==> src/rtl/display_select_ctrl.sv <==
// Key/switch front end for the debug display multiplexer: synchronises and debounces
// the pushbuttons, steps a wrapping select index and opens a timed display-enable preview.
module display_select_ctrl #(
    parameter logic [15:0] DEBOUNCE_CYCLES = 16'd50000,
    parameter logic [23:0] PREVIEW_CYCLES  = 24'd12500000,
    parameter logic [4:0]  MAX_SELECT      = 5'd18
) (
    input  logic       Clock,
    input  logic       Reset,
    input  logic       KEY_Next,
    input  logic       KEY_Prev,
    input  logic       KEY_Show,
    input  logic [4:0] SW_Direct,
    input  logic       SW_DirectEn,
    output logic [4:0] Display_Select,
    output logic       Display_Enable,
    output logic       Select_Changed
);

    localparam int unsigned NUM_KEYS = 3;
    localparam int unsigned CNT_W    = 16;
    localparam int unsigned PRE_W    = 24;
    localparam int unsigned SEL_W    = 5;

    // Key bit order: 0 = Next, 1 = Prev, 2 = Show
    logic [NUM_KEYS-1:0]            key_raw;
    logic [NUM_KEYS-1:0]            sync_a;
    logic [NUM_KEYS-1:0]            sync_b;
    logic [NUM_KEYS-1:0]            stable;
    logic [1:0]                     stable_d;
    logic [NUM_KEYS-1:0][CNT_W-1:0] db_cnt;
    logic [SEL_W-1:0]               sw_q;
    logic                           sw_en_q;
    logic [PRE_W-1:0]               preview;
    logic [1:0]                     press;
    logic [SEL_W-1:0]               sel_next;
    logic                           changed;

    assign key_raw = {KEY_Show, KEY_Prev, KEY_Next};

    // Press events fire only on the released -> pressed edge of the debounced state
    assign press = stable_d & ~stable[1:0];

    always_comb begin
        sel_next = Display_Select;
        if (sw_en_q) begin
            if (sw_q <= MAX_SELECT) begin
                sel_next = sw_q;
            end
        end else if (press[0] && press[1]) begin
            sel_next = Display_Select;
        end else if (press[0]) begin
            sel_next = (Display_Select == MAX_SELECT) ? SEL_W'(0) : Display_Select + SEL_W'(1);
        end else if (press[1]) begin
            sel_next = (Display_Select == SEL_W'(0)) ? MAX_SELECT : Display_Select - SEL_W'(1);
        end
    end

    assign changed = (sel_next != Display_Select);

    // Synchronisers and per-key debounce counters
    always_ff @(posedge Clock) begin
        if (Reset) begin
            sync_a   <= '1;
            sync_b   <= '1;
            stable   <= '1;
            stable_d <= '1;
            db_cnt   <= '0;
            sw_q     <= '0;
            sw_en_q  <= 1'b0;
        end else begin
            sync_a   <= key_raw;
            sync_b   <= sync_a;
            stable_d <= stable[1:0];
            sw_q     <= SW_Direct;
            sw_en_q  <= SW_DirectEn;
            for (int i = 0; i < NUM_KEYS; i++) begin
                if (sync_b[i] == stable[i]) begin
                    db_cnt[i] <= '0;
                end else if (db_cnt[i] == DEBOUNCE_CYCLES - CNT_W'(1)) begin
                    stable[i] <= sync_b[i];
                    db_cnt[i] <= '0;
                end else begin
                    db_cnt[i] <= db_cnt[i] + CNT_W'(1);
                end
            end
        end
    end

    // Select index, change pulse, preview window and display enable
    always_ff @(posedge Clock) begin
        if (Reset) begin
            Display_Select <= '0;
            Select_Changed <= 1'b0;
            Display_Enable <= 1'b0;
            preview        <= '0;
        end else begin
            Display_Select <= sel_next;
            Select_Changed <= changed;
            Display_Enable <= ~stable[2] | (preview != PRE_W'(0)) | changed;
            if (changed) begin
                preview <= PREVIEW_CYCLES;
            end else if (preview != PRE_W'(0)) begin
                preview <= preview - PRE_W'(1);
            end
        end
    end

endmodule

==> config.mk <==
export PLATFORM = sky130hd
export DESIGN_NAME = display_select_ctrl
export DESIGN_NICKNAME = d
export VERILOG_FILES = /design/src/rtl/display_select_ctrl.sv
export SDC_FILE = /design/constraint.sdc
export NUM_CORES = 1
export LEC_CHECK = 0
export CORE_MARGIN = 2
export CORE_UTILIZATION = 45
export DETAILED_ROUTE_END_ITERATION = 7
export PLACE_DENSITY = 0.68
export SLEW_MARGIN = 15
export SYNTH_ARGS = -nofsm -noshare
export SYNTH_HDL_FRONTEND = slang
export SYNTH_SLANG_ARGS = --single-unit
==> constraint.sdc <==
create_clock -name Clock -period 4.1 [get_ports Clock]
set_clock_uncertainty 0.15 [all_clocks]
set_input_delay 0.82 -clock Clock [delete_from_list [all_inputs] [get_ports Clock]]
set_output_delay 0.82 -clock Clock [all_outputs]
set_load 0.01 [all_outputs]
==> impl_metrics.csv, run 1 <==
group,metric,value,unit
outcome,status,"finished clean",
worst_setup_path,r2r-end,"Display_Enable",
grt,grt_pass1_vias,3426,
clock_tree,cts_setup_buffers,0,
hold_path,hold_depth,1,
clock_tree,numClockSinks,96,
synth,synth_top_flop_cell,"dfxtp_1",
floorplanning,core-area,10200,um2
route,num_vias,3583,
floorplanning,die_w,106,um
clock_tree,clk_pin_slew_worst_paths,0.09,ns
clock_tree,cts_hold_repair.buffers,0,
worst_setup_path,critPathKind,"register to register",
worst_setup_path,worst-r2r-setup-slack,1.18,ns
timing,slew_headroom,0.504,
synth,synthCells,527,
route,drcViolationCount,0,
synth,synth-seq-cells,96,
floorplanning,start_util,0.459,
route,firstDrtPassIters,4,
job,maxCapViolCount,0,
placed_design,placed_cell_area,4920,um2
synth,async_reset_ff_frac,0,
timing,setup_viol,0,
worst_setup_path,ff2ff_path_depth,8,
synth,synth.distinct_cells,65,
grt,grt_pass1_wl,15100,um
synth,syn_avg_cell_area,8.92,um2
grt,track_usage,0.163,
timing,final_hold_viol_count,0,
pwr,p_per_area,361,nW/um2
timing,period_minus_slack,2.92,ns
hold_path,min_from,"sync_a[1]",
placed_design,place_congestion,0.900,
finish,seqCellArea,1920,um2
clock_tree,postCtsResizedCells,0,
clock_tree,clockBufferDepth,2,
grt,grt_max_degree,32,
timing,worst_pin_slew,0.742,ns
synth,yosysWarnings,0,
route,wl_per_cell,12.3,um
synth,synth-edff-count,0,
placed_design,port_buffers,17,
worst_setup_path,reg2reg_from,"Display_Select[0]",
grt,antenna_found_initial,0,
synth,syn_nets,546,
synth,ys_seq_area_frac,0.409,
worst_setup_path,crit_fanout,14,
clock_tree,clockRootBuffer,"clkbuf_8",
grt,grt_overflow,0,
timing,finalSetupTns,0,ns
synth,synth_top_family_by_area,"simple AND/OR/NAND/NOR gates",
placed_design,place_ws,1.15,ns
floorplanning,die_h,106,um
synth,synth-compound-area-share,0.114,
timing,slew_viol_final,0,
placed_design,hpwl,5860,um
pwr,total_power,1.83,mW
finish,multi_input_area,2590,um2
route,drt_iter0_markers,159,
route,via_per_inst,5.32,
worst_setup_path,cp-start-kind,"register",
route,ant_nets,0,
timing,fin_crit_sh,0.712,
clock_tree,clk_latency,0.36,ns
timing,layout_setup_ws,1.18,ns
worst_setup_path,cp.required,4.16,ns
synth,synth.area.mux_share,0.0106,
timing,rsz0062_at_grt,"no",
synth,synth_fa_ha_area_frac,0.0213,
finish,area_delta_synth_final,8.06,%
clock_tree,tritoncts,"built",
floorplanning,io_pins,18,
synth,synth-simple-area-share,0.296,
finish,fin_nets,553,
floorplanning,rows,37,
finish,diodes,0,
timing,timing.fmax,0.342,GHz
finish,fin_area,5080,um2
worst_setup_path,crit_arrival,2.98,ns
finish,final_layout_size_suffix_gt1_frac,0.108,
worst_setup_path,worst_setup_path_end_kind,"register",
floorplanning,die-area,11300,um2
finish,nFillCells,934,
route,wl,8320,um
synth,syn-cell-area,4700,um2
synth,yosys.area_share.xor_xnor,0.110,
pwr,ir_worst_vdd,0.151,mV
pwr,leakage,1.69,nW
clock_tree,htreeDepth,3,
clock_tree,cts_made_buffers,9,
hold_path,hp-class,"register to register",
hold_path,min_to,"sync_b[1]",
==> registers in the layout (all words and copies together) (netlist names) <==
name            count
Display_Enable      1
Display_Select      5
Select_Changed      1
db_cnt             48
preview            24
stable              3
stable_d            2
sw_en_q             1
sw_q                5
sync_a              3
sync_b              3
==> critical path: stages, from the launching register on <==
cell and delay [ns]:
dfxtp_1 0.53, inv_1 0.15, ha_1 0.24, nand2b_1 0.12, a21oi_1 0.08, o32ai_1 0.40
mux2i_1 0.27, and3_1 0.64, a41oi_1 0.20
==> area by class of cell <==
cell class | count | area share
multi-input cells | 394 | 0.511
flip-flops and latches | 96 | 0.378
repair buffers | 18 | 0.0340
well taps | 136 | 0.0335
clock buffers | 12 | 0.0286
inverters | 15 | 0.0111
clock inverters | 3 | 0.00369
==> layout by cell type (no fill, tap or decap), types with 6 or more instances in the layout <==
cell and count:
nor2_1 74, xor2_1 33, nand4_1 8, nand3b_1 6, inv_1 15, nor3_1 12, clkbuf_8 10, and3_1 8
clkdlybuf4s50_1 16, or3_1 13, nor2b_1 13, xnor2_1 26, a21oi_2 9, a31oi_1 6, dfxtp_1 96, nand3_1 19
a21oi_1 16, o21ai_0 13, or2_2 9, nand2_1 38, ha_1 8, nor3_2 10
==> power breakdown <==
group	total, mW	leakage (nW)	internal, mW	switching [mW]
combinational	0.279	0.821	0.121	0.158
sequential	1.02	0.783	0.972	0.0475
clock	0.534	0.0862	0.233	0.301
==> worst max-delay path by stage <==
stage	slack, ns	from	endpoint	cells after the start
after detailed placement	1.15	Display_Select[0]	Display_Enable	8
after global routing	0.88	Display_Select[0]	Display_Enable	8
after global placement	1.23	Display_Select[0]	Display_Enable	8
final	1.18	Display_Select[0]	Display_Enable	8
after CTS	1.15	Display_Select[0]	Display_Enable	8
after floorplan	1.71	Display_Select[0]	preview[12]	10
==> cells in the mapped netlist (9+ instances only) <==
library cell,n,area [um2]
nand3_1,19,95.1
dfxtp_1,96,1920
nand2_1,38,143
nor3_2,10,100
or2_2,9,56.3
a21oi_2,9,78.8
o21ai_0,13,65.1
xor2_1,33,289
a21oi_1,16,80.1
or3_1,13,81.3
xnor2_1,26,228
nor3_1,12,60.1
inv_1,15,56.3
nor2_1,74,278
nor2b_1,13,81.3
==> per-stage QoR <==
step	hold slack (ns)	instances	util
global route	0.286	674	0.497
detailed placement	0.247	659	0.480
CTS	0.269	674	0.497
global placement	0.247	659	0.480
floorplan	0.239	527	-
finish	0.265	674	0.497
==> per-layer routing <==
metal,vias to the layer above,share of wire,track usage
met5,-,0,0
met4,0,0.017,0.0808
met3,10,0.031,0.0239
met2,53,0.45,0.256
met1,1671,0.50,0.217
li1,1849,-,-
==> cells by family after synthesis <==
family | Yosys count
mux | 5
xor+xnor | 59
buf+inv | 37
simple gates | 249
fa+ha+maj | 8
flops | 96
compound gates | 73
Power figures use the tool's default switching activity.
==> run 2: changes to the inputs <==
==> constraint.sdc (replaced) <==
create_clock -name Clock -period 2.8 [get_ports Clock]
set_clock_uncertainty 0.15 [all_clocks]
set_input_delay 0.56 -clock Clock [delete_from_list [all_inputs] [get_ports Clock]]
set_output_delay 0.56 -clock Clock [all_outputs]
set_load 0.01 [all_outputs]
==> impl_metrics.csv, run 2 (synthesized netlist as in run 1, its figures left out) <==
group,metric,value,unit
finish,multi_input_area,2590,um2
finish,final_core_util,0.505,
floorplanning,die_h,106,um
hold_path,hp-class,"register to register",
grt,gr-usage-met1,0.215,
grt,use_met3,0.0258,
finish,max_flop_register,"db_cnt",
floorplanning,die-area,11300,um2
timing,finalSetupTns,0,ns
timing,slew_viol_final,0,
grt,grt_max_degree,32,
worst_setup_path,critPathKind,"register to register",
route,num_vias,3602,
grt,track_usage,0.165,
finish,area_delta_synth_final,9.82,%
timing,layout_setup_ws,0.281,ns
timing,timing.fmax,0.397,GHz
grt,grt_overflow,0,
clock_tree,cts_hold_repair.buffers,0,
finish,reg_top3,"db_cnt x48, preview x24",
pwr,ir_worst_vdd,0.359,mV
floorplanning,start_util,0.459,
clock_tree,cts_made_buffers,9,
route,firstDrtPassIters,4,
timing,worst_pin_slew,0.525,ns
worst_setup_path,cpPeakStageDelay,0.48,ns
pwr,leakage,1.74,nW
route,ant_nets,0,
pwr,p_per_area,563,nW/um2
route,drcViolationCount,0,
finish,seqCellArea,1920,um2
clock_tree,clk_latency,0.36,ns
floorplanning,die_w,106,um
grt,grt_pass1_wl,15200,um
route,wl,8780,um
finish,final_layout_size_suffix_gt1_frac,0.120,
finish,diodes,0,
finish,largest_register_ffs,48,
worst_setup_path,crit_chain,"inv_1, ha_1, or2_2, a31oi_1, o32ai_1, mux2i_1, and3_1, buf_4, a41oi_1",
placed_design,port_buffers,17,
clock_tree,htreeDepth,3,
clock_tree,numClockSinks,96,
clock_tree,cts_setup_buffers,0,
clock_tree,postCtsResizedCells,0,
worst_setup_path,crit_fanout,14,
finish,nFillCells,932,
clock_tree,clockBufferDepth,2,
route,drt_iter0_markers,175,
timing,rsz0062_at_grt,"no",
route,wl_per_cell,12.9,um
finish,fin_nets,557,
outcome,status,"finished clean",
timing,holdWs,0.268,ns
placed_design,place_congestion,0.857,
worst_setup_path,crit_arrival,2.60,ns
clock_tree,clockRootBuffer,"clkbuf_8",
grt,grt_pass1_vias,3334,
floorplanning,io_pins,18,
placed_design,place_ws,0.300,ns
floorplanning,rows,37,
grt,antenna_found_initial,0,
pwr,total_power,2.91,mW
grt,grt.met2_usage,0.270,
finish,layout_common_cells,"dfxtp_1 (96), nor2_1 (74), nand2_1 (38), xor2_1 (33), xnor2_1 (26)",
timing,fin_crit_sh,0.900,
worst_setup_path,cp-start-kind,"register",
clock_tree,tritoncts,"built",
worst_setup_path,cp_num_buf_inv,2,
worst_setup_path,worst_setup_path_end_kind,"register",
grt,busiest_layer,"met2",
worst_setup_path,crit_family,"flip-flops",
floorplanning,core-area,10200,um2
timing,period_minus_slack,2.52,ns
placed_design,hpwl,6120,um
finish,layout_commonest_cell,"dfxtp_1",
worst_setup_path,cp_slowest_cell,"dfxtp_1",
finish,fin_area,5160,um2
route,via_per_inst,5.30,
timing,slew_headroom,0.650,
placed_design,dp_cells,663,
finish,instances_no_fill,679,
timing,setup_viol,0,
placed_design,placed_cell_area,4950,um2
worst_setup_path,cp.required,2.88,ns
timing,final_hold_viol_count,0,
clock_tree,clk_pin_slew_worst_paths,0.09,ns
job,maxCapViolCount,0,
[run 2: cell types whose count changed in the layout (fill, tap and decap cells not counted), sizes merged]
cell    delta
buf        +4
bufinv     +2
inv        +2
clkbuf     -3
[run 2: path summary, 6_finish.rpt]
check / slack (ns) / start / cells past startpoint / to
worst max-delay path: 0.28 / Display_Select[1] / 9 / Display_Enable
worst min-delay path: 0.27 / sync_a[0] / 1 / sync_b[0]
worst max register to register: 0.28 / Display_Select[1] / 9 / Display_Enable
worst min register to register: 0.27 / sync_a[0] / 1 / sync_b[0]
[run 2: final cells by class]
cell class	instances	area share
Multi-Input combinational cell	394	0.503
Sequential cell	96	0.372
Timing Repair Buffer	22	0.0393
Tap cell	136	0.0330
Clock buffer	9	0.0240
Clock inverter	7	0.0179
Inverter	15	0.0109
[run 2: worst register-to-register path, cell delays in order, from the launching register on]
cell     delay [ns]
dfxtp_1        0.48
inv_1          0.14
ha_1           0.26
or2_2          0.31
a31oi_1        0.16
o32ai_1        0.14
mux2i_1        0.20
and3_1         0.18
buf_4          0.24
a41oi_1        0.14
[run 2: per-layer routing]
layer	vias up	wire, um	share of wire
li1	1853	-	-
met1	1683	4390	0.50
met2	54	4010	0.46
met3	12	230	0.026
met4	0	147	0.017
met5	-	0	0
[run 2: power by group]
part | leakage [nW] | switching [mW] | internal, mW
clock network | 0.114 | 0.487 | 0.505
registers | 0.783 | 0.0670 | 1.42
logic | 0.841 | 0.239 | 0.184
==> run 3: changes to the inputs <==
--- a/config.mk
+++ b/config.mk
@@ -5,7 +5,7 @@
 export SDC_FILE = /design/constraint.sdc
 export NUM_CORES = 1
 export LEC_CHECK = 0
-export CORE_MARGIN = 2
+export CORE_MARGIN = 4
 export CORE_UTILIZATION = 45
 export DETAILED_ROUTE_END_ITERATION = 7
 export PLACE_DENSITY = 0.68
==> impl_metrics.csv, run 3 (synthesized netlist as in run 1, its figures left out) <==
group,metric,value,unit
outcome,status,"finished clean",
clock_tree,clockRootBuffer,"clkbuf_8",
pwr,leakage,1.74,nW
finish,fin_nets,557,
worst_setup_path,critPathKind,"register to register",
pwr,p_per_area,563,nW/um2
finish,final_layout_size_suffix_gt1_frac,0.116,
worst_setup_path,crit_family,"flip-flops",
timing,setup_viol,0,
route,firstDrtPassIters,5,
worst_setup_path,cp-start-kind,"register",
route,drcViolationCount,0,
timing,holdWs,0.261,ns
finish,layout_common_cells,"dfxtp_1 (96), nor2_1 (74), nand2_1 (38), xor2_1 (33), xnor2_1 (26)",
grt,grt_overflow,0,
placed_design,hpwl,6150,um
worst_setup_path,worst_setup_path_end_kind,"register",
floorplanning,die_h,110,um
floorplanning,die-area,12100,um2
finish,nFillCells,953,
worst_setup_path,crit_chain,"inv_1, ha_1, or2_2, a31oi_1, o32ai_1, mux2i_1, and3_1, buf_4, a41oi_1",
clock_tree,cts_hold_repair.buffers,0,
clock_tree,cts_made_buffers,9,
timing,slew_viol_final,0,
worst_setup_path,cpPeakStageDelay,0.49,ns
worst_setup_path,crit_cells,9,
grt,grt_pass1_vias,3600,
route,wl,8600,um
route,num_vias,3618,
placed_design,dp_cells,663,
route,drt_iter0_markers,201,
finish,largest_register_ffs,48,
job,maxCapViolCount,0,
hold_path,min_from,"sync_a[0]",
grt,antenna_found_initial,0,
floorplanning,rows,37,
clock_tree,clk_pin_slew_worst_paths,0.09,ns
grt,grt_max_degree,33,
timing,fin_crit_sh,0.907,
clock_tree,postCtsResizedCells,0,
floorplanning,io_pins,18,
timing,final_hold_viol_count,0,
worst_setup_path,crit_arrival,2.62,ns
clock_tree,clk_latency,0.36,ns
timing,finalSetupTns,0,ns
grt,track_usage,0.158,
hold_path,hp-class,"register to register",
route,wl_per_cell,12.7,um
route,ant_nets,0,
finish,layout_commonest_cell,"dfxtp_1",
finish,max_flop_register,"db_cnt",
clock_tree,htreeDepth,3,
worst_setup_path,cp_slowest_cell,"dfxtp_1",
hold_path,hold_depth,1,
clock_tree,cts_setup_buffers,0,
pwr,ir_worst_vdd,0.371,mV
clock_tree,clockBufferDepth,2,
placed_design,port_buffers,17,
finish,area_delta_synth_final,9.90,%
floorplanning,die_w,110,um
route,via_per_inst,5.34,
timing,period_minus_slack,2.54,ns
worst_setup_path,ff2ff_path_depth,9,
worst_setup_path,cp_num_buf_inv,2,
clock_tree,numClockSinks,96,
worst_setup_path,crit_path_start,"Display_Select[1]",
placed_design,place_congestion,0.907,
floorplanning,start_util,0.459,
worst_setup_path,cp.required,2.88,ns
finish,reg_top3,"db_cnt x48, preview x24",
floorplanning,core-area,10200,um2
worst_setup_path,reg2reg_from,"Display_Select[1]",
grt,grt_pass1_wl,15700,um
timing,worst_pin_slew,0.524,ns
finish,instances_no_fill,678,
clock_tree,tritoncts,"built",
timing,slew_headroom,0.651,
finish,diodes,0,
timing,timing.fmax,0.394,GHz
worst_setup_path,crit_fanout,14,
timing,rsz0062_at_grt,"no",
[run 3: cell types whose count changed in the layout (fill, tap and decap cells not counted), sizes merged]
cell / delta
clkinv: -2
inv: -2
clkbuf: +3
[run 3: area by class of cell]
type                            instances  area, um2  area share
Tap cell                              136        170      0.0329
Clock buffer                           12        155      0.0300
Multi-Input combinational cell        394       2590       0.502
Timing Repair Buffer                   22        203      0.0392
Clock inverter                          3       65.1      0.0126
Inverter                               15       56.3      0.0109
Sequential cell                        96       1920       0.372
[run 3: per-layer routing]
layer	part of all wire	vias up	global-route usage	wire length, um
met1	0.50	1694	0.209	4320
li1	-	1860	-	-
met2	0.44	49	0.250	3820
met3	0.030	15	0.0239	254
met4	0.023	0	0.0809	199
met5	0	-	0	0
[run 3: metrics by stage]
stage / util / total power, mW / area (um2) / setup slack, ns
floorplan: - / 1.85 / 4700 / 0.409
global placement: 0.483 / 1.93 / 4950 / 0.359
detailed placement: 0.483 / 1.94 / 4950 / 0.271
CTS: 0.505 / 2.94 / 5170 / 0.270
global route: 0.505 / 3.06 / 5170 / 0.0694
finish: 0.505 / 2.91 / 5170 / 0.260
[run 3: path summary, 6_finish.rpt]
| kind | endpoint | slack (ns) |
|---|---|---|
| worst max-delay path | Display_Enable | 0.26 |
| worst min-delay path | sync_b[0] | 0.26 |
| worst max register to register | Display_Enable | 0.26 |
| worst min register to register | sync_b[0] | 0.26 |
[run 3: power breakdown]
group          switching [mW]  total (mW)  internal [mW]
registers              0.0660        1.49           1.42
logic                   0.237       0.422          0.184
clock network           0.450       0.996          0.546
total                   0.753        2.91           2.15
[run 3: worst reg2reg max path: stages (launching register included)]
cell     delay [ns]
dfxtp_1        0.49
inv_1          0.14
ha_1           0.26
or2_2          0.31
a31oi_1        0.17
o32ai_1        0.14
mux2i_1        0.20
and3_1         0.18
buf_4          0.24
a41oi_1        0.14
